[src/rtl/flash_pkg.sv]
// Shared definitions for the LED-flash command controller: FSM states, key codes,
// job record layout and the flash-count clamp helper.
package flash_pkg;

    typedef enum logic [1:0] {
        ST_IDLE    = 2'd0,
        ST_ISSUE   = 2'd1,
        ST_RELEASE = 2'd2
    } state_e;

    localparam logic [1:0] KEY_MODE0 = 2'd0;
    localparam logic [1:0] KEY_MODE1 = 2'd1;
    localparam logic [1:0] KEY_NEXT  = 2'd2;
    localparam logic [1:0] KEY_ABORT = 2'd3;

    localparam int              TIMES_W   = 6;
    localparam logic [TIMES_W-1:0] TIMES_MAX = 6'd31;

    typedef struct packed {
        logic               mode;
        logic [TIMES_W-1:0] times;
    } job_t;

    // The engine never completes a count of 32 or more, so presets saturate at 31.
    function automatic logic [TIMES_W-1:0] clamp_times(input logic [7:0] raw);
        if (raw > {2'b00, TIMES_MAX})
            return TIMES_MAX;
        return raw[TIMES_W-1:0];
    endfunction

endpackage

[src/rtl/flash_job_fifo.sv]
// Two-entry synchronous job FIFO with flush; the head entry is visible combinationally.
module flash_job_fifo
    import flash_pkg::*;
(
    input  logic       clk_i,
    input  logic       rst_i,
    input  logic       push_i,
    input  job_t       push_data_i,
    input  logic       pop_i,
    input  logic       flush_i,
    output job_t       head_o,
    output logic [1:0] count_o
);

    job_t       mem_q [2];
    logic       wr_ptr_q;
    logic       rd_ptr_q;
    logic [1:0] count_q;
    logic       do_push;
    logic       do_pop;

    assign do_push = push_i && (count_q != 2'd2) && !flush_i;
    assign do_pop  = pop_i && (count_q != 2'd0) && !flush_i;

    always_ff @(posedge clk_i) begin
        if (rst_i || flush_i) begin
            wr_ptr_q <= 1'b0;
            rd_ptr_q <= 1'b0;
            count_q  <= 2'd0;
        end else begin
            if (do_push)
                wr_ptr_q <= ~wr_ptr_q;
            if (do_pop)
                rd_ptr_q <= ~rd_ptr_q;
            case ({do_push, do_pop})
                2'b10:   count_q <= count_q + 2'd1;
                2'b01:   count_q <= count_q - 2'd1;
                default: count_q <= count_q;
            endcase
        end
    end

    // Storage carries no reset; occupancy is tracked solely by the pointers and count.
    always_ff @(posedge clk_i) begin
        if (do_push)
            mem_q[wr_ptr_q] <= push_data_i;
    end

    assign head_o  = mem_q[rd_ptr_q];
    assign count_o = count_q;

endmodule

[src/rtl/flash_cmd_ctrl.sv]
// Initiator side of the flash handshake: queues key-generated jobs, drives en/mode/times
// toward the flash engine, retires jobs on flash_done and drops stalled requests by watchdog.
module flash_cmd_ctrl
    import flash_pkg::*;
#(
    parameter logic [5:0]  TIMES_STEP  = 6'd3,
    parameter int          NUM_PRESET  = 4,
    parameter logic [31:0] TIMEOUT_CYC = 32'd2_000_000_000
) (
    input  logic       clk,
    input  logic       rst,
    input  logic       key_flag,
    input  logic [1:0] key_code,
    input  logic       flash_done,
    output logic       en,
    output logic       mode,
    output logic [5:0] times,
    output logic       busy,
    output logic [1:0] pending,
    output logic       job_done,
    output logic       err
);

    localparam int             IDX_W    = (NUM_PRESET > 1) ? $clog2(NUM_PRESET) : 1;
    localparam logic [IDX_W-1:0] IDX_LAST = IDX_W'(NUM_PRESET - 1);

    state_e             state_q, state_d;
    logic [IDX_W-1:0]   idx_q, idx_d;
    logic [31:0]        wd_q, wd_d;
    logic               mode_q, mode_d;
    logic [TIMES_W-1:0] times_q, times_d;
    logic               job_done_q, job_done_d;
    logic               err_q, err_d;

    logic               key_abort;
    logic               key_next;
    logic               key_push;
    logic               fifo_pop;
    job_t               fifo_head;
    job_t               push_job;
    logic [1:0]         fifo_cnt;
    logic [7:0]         preset_raw;

    assign key_abort = key_flag && (key_code == KEY_ABORT);
    assign key_next  = key_flag && (key_code == KEY_NEXT);
    assign key_push  = key_flag && ((key_code == KEY_MODE0) || (key_code == KEY_MODE1))
                       && (fifo_cnt != 2'd2);

    assign preset_raw = 8'(TIMES_STEP) * (8'(idx_q) + 8'd1);
    assign push_job   = '{mode: key_code[0], times: clamp_times(preset_raw)};

    flash_job_fifo u_fifo (
        .clk_i       (clk),
        .rst_i       (rst),
        .push_i      (key_push),
        .push_data_i (push_job),
        .pop_i       (fifo_pop),
        .flush_i     (key_abort),
        .head_o      (fifo_head),
        .count_o     (fifo_cnt)
    );

    always_comb begin
        idx_d = idx_q;
        if (key_next)
            idx_d = (idx_q == IDX_LAST) ? '0 : idx_q + IDX_W'(1);
    end

    always_comb begin
        state_d    = state_q;
        wd_d       = wd_q;
        mode_d     = mode_q;
        times_d    = times_q;
        job_done_d = 1'b0;
        err_d      = key_abort ? 1'b0 : err_q;
        fifo_pop   = 1'b0;
        unique case (state_q)
            ST_IDLE: begin
                // A flush in the same cycle wins over the pop.
                if ((fifo_cnt != 2'd0) && !flash_done && !key_abort) begin
                    fifo_pop = 1'b1;
                    mode_d   = fifo_head.mode;
                    times_d  = fifo_head.times;
                    wd_d     = 32'd0;
                    state_d  = ST_ISSUE;
                end
            end
            ST_ISSUE: begin
                if (key_abort) begin
                    state_d = ST_RELEASE;
                end else if (flash_done) begin
                    job_done_d = 1'b1;
                    state_d    = ST_RELEASE;
                end else if (wd_q == TIMEOUT_CYC - 32'd1) begin
                    err_d   = 1'b1;
                    state_d = ST_RELEASE;
                end else begin
                    wd_d = wd_q + 32'd1;
                end
            end
            ST_RELEASE: begin
                if (!flash_done)
                    state_d = ST_IDLE;
            end
            default: state_d = ST_IDLE;
        endcase
    end

    always_ff @(posedge clk) begin
        if (rst) begin
            state_q    <= ST_IDLE;
            idx_q      <= '0;
            wd_q       <= 32'd0;
            mode_q     <= 1'b0;
            times_q    <= '0;
            job_done_q <= 1'b0;
            err_q      <= 1'b0;
        end else begin
            state_q    <= state_d;
            idx_q      <= idx_d;
            wd_q       <= wd_d;
            mode_q     <= mode_d;
            times_q    <= times_d;
            job_done_q <= job_done_d;
            err_q      <= err_d;
        end
    end

    assign en       = (state_q == ST_ISSUE);
    assign busy     = (state_q != ST_IDLE);
    assign mode     = mode_q;
    assign times    = times_q;
    assign pending  = fifo_cnt;
    assign job_done = job_done_q;
    assign err      = err_q;

endmodule

[config.mk]
export PLATFORM = sky130hd
export DESIGN_NAME = flash_cmd_ctrl
export DESIGN_NICKNAME = d
export VERILOG_FILES = /design/src/rtl/flash_pkg.sv /design/src/rtl/flash_job_fifo.sv /design/src/rtl/flash_cmd_ctrl.sv
export SDC_FILE = /design/constraint.sdc
export NUM_CORES = 1
export LEC_CHECK = 0
export CAP_MARGIN = 20
export CORE_MARGIN = 4
export CORE_UTILIZATION = 50
export CTS_BUF_LIST = sky130_fd_sc_hd__clkbuf_8 sky130_fd_sc_hd__clkbuf_16
export DETAILED_ROUTE_END_ITERATION = 8
export HOLD_SLACK_MARGIN = 0.05
export PLACE_DENSITY = 0.72
export SYNTH_ARGS = -nofsm -noshare
export SYNTH_HDL_FRONTEND = slang
export SYNTH_SLANG_ARGS = --single-unit
[constraint.sdc]
create_clock -name clk -period 2.2 [get_ports clk]
set_input_delay 0.55 -clock clk [delete_from_list [all_inputs] [get_ports clk]]
set_output_delay 0.55 -clock clk [all_outputs]
set_load 0.05 [all_outputs]
**After elaboration in Yosys (flattened, before gate mapping)**

Memory sizes are Yosys's and may differ from the RTL's. A register that Yosys moved wholly into a read port is not among the register bits.
Cells that the tools add are included.

- Bits in registers: 42
- Memory bits (writable): 14
- Input port bits: 6
- Output and inout bits: 13
- Memories: 1

- $add $sub $neg: 5
- $mul: 1
- Magnitude comparators: 1
- Eq/ne operators: 16
- Mux-type cells: 26
- Bitwise operators: 3
- Reductions and logical operators: 24

Memories:

| memory | words | bits a word | rd ports | clocked after Yosys merged registers in | write ports | RTL line | text |
|---|---|---|---|---|---|---|---|
| u_fifo.mem_q | 2 | 7 | 1 | 1 | 1 | flash_job_fifo.sv:15 | `job_t mem_q [2];` |

Operator list:

| cell | count |
|---|---|
| 32-bit 2-to-1 mux | 4 |
| 32-bit one-hot mux with 2 select lines | 1 |
| 32-bit by 1-bit adder with 32-bit output (second input constant) | 1 |
| 32-bit by 31-bit == test with 1-bit output (second input constant) | 1 |
| 2-bit 2-to-1 mux | 6 |
| 6-bit 2-to-1 mux | 2 |
| 2-bit inequality test (second input constant) | 6 |
| 1-bit 2-to-1 mux | 11 |
| 2-bit == test (second input constant) | 5 |
| 1-bit logical AND | 10 |
| 2-bit nonzero test | 4 |
| 2-bit by 1-bit == test with 1-bit output (second input constant) | 3 |
| 2-bit one-hot mux with 3 select lines | 1 |
| 5-bit > comparator (second input constant) | 1 |
| 2-bit by 3-bit multiplier with 5-bit output (first input constant) | 1 |
| 5-bit AND reduction | 1 |
| 2-bit by 1-bit adder with 2-bit output (second input constant) | 2 |
| 2-bit zero test | 2 |
| 4-bit by 2-bit inequality test with 1-bit output (second input constant) | 1 |
| 2-bit one-hot mux with 2 select lines | 1 |
| 2-bit by 1-bit adder with 3-bit output (second input constant) | 1 |
| 1-bit inverter | 3 |
| 3-bit AND reduction | 1 |
| 3-bit OR reduction | 1 |
| 4 further kinds | 6 |

**Logic depth before layout (Yosys ltp)**

- Depth after elaboration: 10
- Gate-level depth with buffers: 9
- Gate-level depth less buffers: 7

**Modules after synthesis**

Synthesis repeated with hierarchy kept, for this count alone.

- Cell total of the unflattened synthesis: 360
- Area total of the unflattened synthesis: 3188.1 um^2

By module, submodules not included:

| module | instances | cells an instance | area an instance (um^2) | seq. area each (um^2) |
|---|---|---|---|---|
| flash_cmd_ctrl | 1 | 312 | 2461.1 | 900.9 |
| flash_job_fifo | 1 | 48 | 726.9 | 520.5 |

**Worst setup path after synthesis**

Ideal clock, no wire load.

- Kind: register to register
- Start point: register u_fifo.count_q[0], in the netlist u_fifo.count_o[0]
- End point: register u_fifo.count_q[1], in the netlist u_fifo.count_o[1]
- Arrival: 2.414 ns
- Slack: -0.284 ns
- Stages on the path, launching flop included: 7
- Path buffers: 1
- Clock period less this slack: 2.484 ns
- Path through: dfxtp_1 nor2_1 nor4_4 clkbuf_1 ha_1 or3_1 a21oi_1

- Longest elaborated chain between the ends: 9

RTL lines:

| element | RTL line | text |
|---|---|---|
| start: declaration | flash_job_fifo.sv:18 | `logic [1:0] count_q;` |
| start signal: assignment | flash_job_fifo.sv:36 | `2'b10: count_q <= count_q + 2'd1;` |
| start signal: assignment | flash_job_fifo.sv:37 | `2'b01: count_q <= count_q - 2'd1;` |
| start signal: assignment | flash_job_fifo.sv:38 | `default: count_q <= count_q;` |
| 2-bit nonzero test (*) | flash_job_fifo.sv:23, flash_cmd_ctrl.sv:80 |  |
| 1-bit logical AND (2 in a row) | flash_cmd_ctrl.sv:80 | `if ((fifo_cnt != 2'd0) && !flash_done && !key_abort) begin` |
| 1-bit 2-to-1 mux | flash_cmd_ctrl.sv:80 |  |
| 1-bit 2-to-1 mux | flash_cmd_ctrl.sv:77 | `unique case (state_q)` |
| 1-bit logical AND (*) (2 in a row) | flash_job_fifo.sv:23 | `assign do_pop = pop_i && (count_q != 2'd0) && !flush_i;` |
| named net u_fifo.do_pop | flash_job_fifo.sv:20 | `logic do_pop;` |
| 2-bit by 1-bit == test with 1-bit output / 2-bit == test (equally long branches) | flash_job_fifo.sv:35 | `case ({do_push, do_pop})` |
| 2-bit one-hot mux with 2 select lines / 2-bit nonzero test (equally long branches) | - |  |

Mark *: on every way through the listed nets, which the timed path passes. The rest lies on a longest branch.
A chain may end at the register's enable or synchronous reset.

**Final worst setup path**

- Start point: input key_code[0]
- End point: register wd_q[6]

- Longest elaborated chain between the ends: 6

RTL lines:

| element | RTL line | text |
|---|---|---|
| start: declaration | flash_cmd_ctrl.sv:13 | `input logic [1:0] key_code,` |
| 2-bit == test (*) | flash_cmd_ctrl.sv:44 | `assign key_abort = key_flag && (key_code == KEY_ABORT);` |
| 1-bit logical AND (*) | flash_cmd_ctrl.sv:44 |  |
| 1-bit zero test | flash_cmd_ctrl.sv:80 |  |
| 1-bit logical AND | flash_cmd_ctrl.sv:80 |  |
| 2-bit inequality test (no source line) | - |  |
| 5-bit AND reduction (no source line) (*) | - |  |
| end signal: assignment | flash_cmd_ctrl.sv:121 | `wd_q <= wd_d;` |
| end: declaration | flash_cmd_ctrl.sv:29 | `logic [31:0] wd_q, wd_d;` |

Mark *: on every way between the ends. The rest lies on a longest branch, timed or not.

==> results.py <==
metrics = {
    "logic_synthesis": {
        "synth_cell_types": 49,
        "syn_area_um2": 2960,
        "syn_inst": 329,
        "ys_top_cells_by_count": "dfxtp_1, nor2_1, nand2_1, o21ai_0",
        "synth.area.top_cells": "dfxtp_1, edfxtp_1, nor2_1",
        "async_flop_share_pct": 0,
        "ys_seq_area_share_pct": 44.7,
        "synth.most_common_cell": "dfxtp_1",
        "synth_edf_count": 12,
        "synth_top_area_share_pct": 32.5,
        "syn-mean-instance-area_um2": 8.99,
        "ys_warn_count": 0,
        "synth_flop_cell": "dfxtp_1",
        "syn_nets": 343,
        "synth_top_cell_by_area": "dfxtp_1",
        "synth_seq_cells": 60,
    },
    "final_layout": {
        "syn2layout_area_growth_pct": 28.9,
        "antenna_cells": 0,
        "final_nets": 399,
        "drive_gt1_share_pct": 23.3,
        "final_core_util_pct": 68.0,
    },
    "cts": {
        "htree_num_levels": 3,
        "cts_buffer_depth": 2,
        "worstSkewPairLatency_ps": 340,
        "hold_buffers": 0,
        "cts_root_buffer": "clkbuf_8",
        "cts_sinks": 60,
        "clk_pin_slew_ps": 70,
        "cts_buffers": 9,
        "tritoncts": "done",
    },
    "route": {
        "drt-wirelength-per-cell_um": 15.9,
        "drcViolationCount": 0,
        "ant_nets": 0,
        "vias_per_cell": 5.83,
        "vias": 2695,
        "drtIter0Drc": 196,
        "dr.pass1.iters": 5,
        "wl_um": 7330,
    },
    "worst_hold_path": {
        "hold-path-cell-count": 2,
        "hold_path_class": "reg2reg",
        "whs_endpoint": "wd_q[30]$_SDFFE_PP0P_",
        "min_from": "wd_q[30]$_SDFFE_PP0P_",
    },
    "grt": {
        "grt_antenna_before_repair": 0,
        "grt_pass1_vias": 2582,
        "grt_overflow": 0,
        "grt_pass1_wl_um": 12000,
        "grt_max_degree": 30,
        "grtUsageTotal_pct": 20.9,
    },
    "place": {
        "io_buffer_count": 17,
        "pre_cts_ws_ps": -382,
        "dp_hpwl_um": 5090,
        "place_congestion": 0.913,
    },
    "critical_path": {
        "r2r_setup_slack_ps": 50,
        "r2r-end": "wd_q[9]$_SDFFE_PP0P_",
        "r2r-start": "wd_q[24]$_SDFFE_PP0P_",
        "startpoint_type": "input pin",
        "cp_max_fo": 5,
        "cp.buffers_inverters": 4,
        "cp-end-kind": "flop",
        "reg2reg_depth": 9,
        "crit_slowest_cell": "clkdlybuf4s50_1",
        "criticalPathCategory": "in2reg",
        "critical-path-top-delay-family": "buffers and inverters",
        "slowest_delay_ps": 480,
        "path_cells": "clkdlybuf4s50_1 -> and3_4 -> nor4_4 -> buf_6 -> nor4_4 -> buf_4 -> nor2_4 -> buf_4 -> a311oi_2",
        "cp_data_arrival_time_ps": 2400,
        "cp.required_ps": 2440,
    },
    "sta": {
        "finalSetupViolations": 0,
        "rsz0062_at_grt": "true",
        "finClkSkew_ps": 8.32,
        "worstMarginPinSlew_ps": 504,
        "worst_slack_ps": 42.5,
        "hold_viol": 0,
        "fin_hold_ws_ps": 491,
        "post-route-min-period_ps": 2160,
        "finalMaxSlewViolations": 0,
        "maxSlewHeadroom_pct": 66.3,
        "fmax_mhz": 463,
        "post-route-period-util_pct": 98.1,
    },
    "die": {
        "fp.dieArea_um2": 7210,
        "die_w_um": 84.9,
        "rows": 27,
        "coreArea_um2": 5610,
        "fp.dieH_um": 84.9,
        "pin_count": 19,
        "initial_core_util_pct": 52.8,
    },
    "flow_run": {
        "drv_cap": 0,
    },
    "pwr": {
        "irDropWorstVdd_uv": 421,
        "p_total_w": 0.00254,
        "power.leakage_nw": 1.32,
        "power_density_nw_per_um2": 665,
    },
    "run_status": {
        "status": "completed",
    },
}
[cell families after synthesis]
logic type | count (synthesis) | share of synthesized area [%]
compound gates | 63 | 13.8
xor+xnor | 15 | 4.44
fa+ha+maj | 8 | 3.38
buf+inv | 26 | 3.51
flops | 60 | 44.7
mux | 9 | 3.09
other cells | 1 | 0.127
simple gates | 147 | 27.0
[layer usage]
metal / GRT usage (%) / routed length (um)
met5: 0 / 0
met4: 8.92 / 93
met3: 5.83 / 439
met2: 33.0 / 3480
met1: 26.8 / 3310
[sequential cells by signal (all words and copies together) (netlist names), 2 cells and up]
signal,cells
idx_q,2
u_fifo.mem_q,12
state_q,2
wd_q,32
times,5
u_fifo.count_o,2
[worst reg2reg max path: stages (launching register included)]
cell and delay (ps):
dfxtp_1 440, and3_1 280, nand4_1 210, buf_4 200
nor3_1 170, buf_4 160, nor2b_1 40, buf_4 170
a41oi_1 290, a311oi_2 80
[area by class of cell]
type	instances	area, um^2
inverter	11	41.3
fill	466	1790
tap	72	90.1
clock buffer	11	151
multi-input combinational	243	1650
clock inverter	5	21.3
sequential	60	1330
timing repair buffer	60	533
[worst max path at each step]
| stage | cells after the start | to | slack (ps) | from |
|---|---|---|---|---|
| 5_1_grt | 9 | wd_q[9]$_SDFFE_PP0P_ | -40 | wd_q[24]$_SDFFE_PP0P_ |
| 2_1_floorplan | 7 | wd_q[13]$_SDFFE_PP0P_ | -90 | key_flag |
| 3_5_place_dp | 9 | wd_q[22]$_SDFFE_PP0P_ | -380 | key_flag |
| 4_1_cts | 8 | wd_q[13]$_SDFFE_PP0P_ | 4 | key_flag |
| 3_3_place_gp | 8 | wd_q[13]$_SDFFE_PP0P_ | -330 | key_flag |
| 6_report | 9 | wd_q[6]$_SDFFE_PP0P_ | 40 | key_code[0] |
[stage by stage]
stage / area, um^2 / cells / setup TNS, ps
2_1_floorplan: 2990 / 329 / -321
3_3_place_gp: 3520 / 444 / -7980
3_5_place_dp: 3520 / 444 / -9990
4_1_cts: 3710 / 460 / 0
5_1_grt: 3810 / 462 / -148
6_report: 3810 / 462 / 0
[repair_timing]
action | CTS | global route
gates resized for setup | 4 | 19
setup buffers | 0 | 2
cloned | 0 | 0
setup endpoints to repair | 5 | 26
pin swaps | 0 | 5
[power by group]
group	internal, W	switching (W)
clock	0.000454	0.000410
combinational	0.000197	0.000283
sequential	0.00116	0.0000311
[layout by cell type, fill, tap and decap left out, types with 3 or more instances in the layout]
cell type | Yosys | final
nand2_1 | 19 | 19
and4_1 | 4 | 4
clkbuf_8 | 0 | 11
clkdlybuf4s50_1 | 0 | 15
or2_2 | 3 | 3
a21oi_1 | 15 | 15
edfxtp_1 | 12 | 12
nand3_1 | 15 | 14
buf_4 | 1 | 40
inv_1 | 11 | 14
o21a_1 | 4 | 4
or4_1 | 5 | 5
nand4_1 | 7 | 7
dfxtp_1 | 48 | 45
nor4b_1 | 6 | 4
or3_1 | 3 | 3
a211oi_1 | 10 | 8
mux2i_1 | 8 | 8
o31ai_1 | 3 | 3
nor2_1 | 44 | 43
buf_12 | 0 | 3
dfxtp_2 | 0 | 3
ha_1 | 8 | 7
nor3_1 | 13 | 12
nor4_1 | 5 | 3
and2_1 | 4 | 4
xnor2_1 | 13 | 13
o21ai_0 | 16 | 16
and3_1 | 5 | 3
No activity file was read; power rests on OpenSTA's default activity.
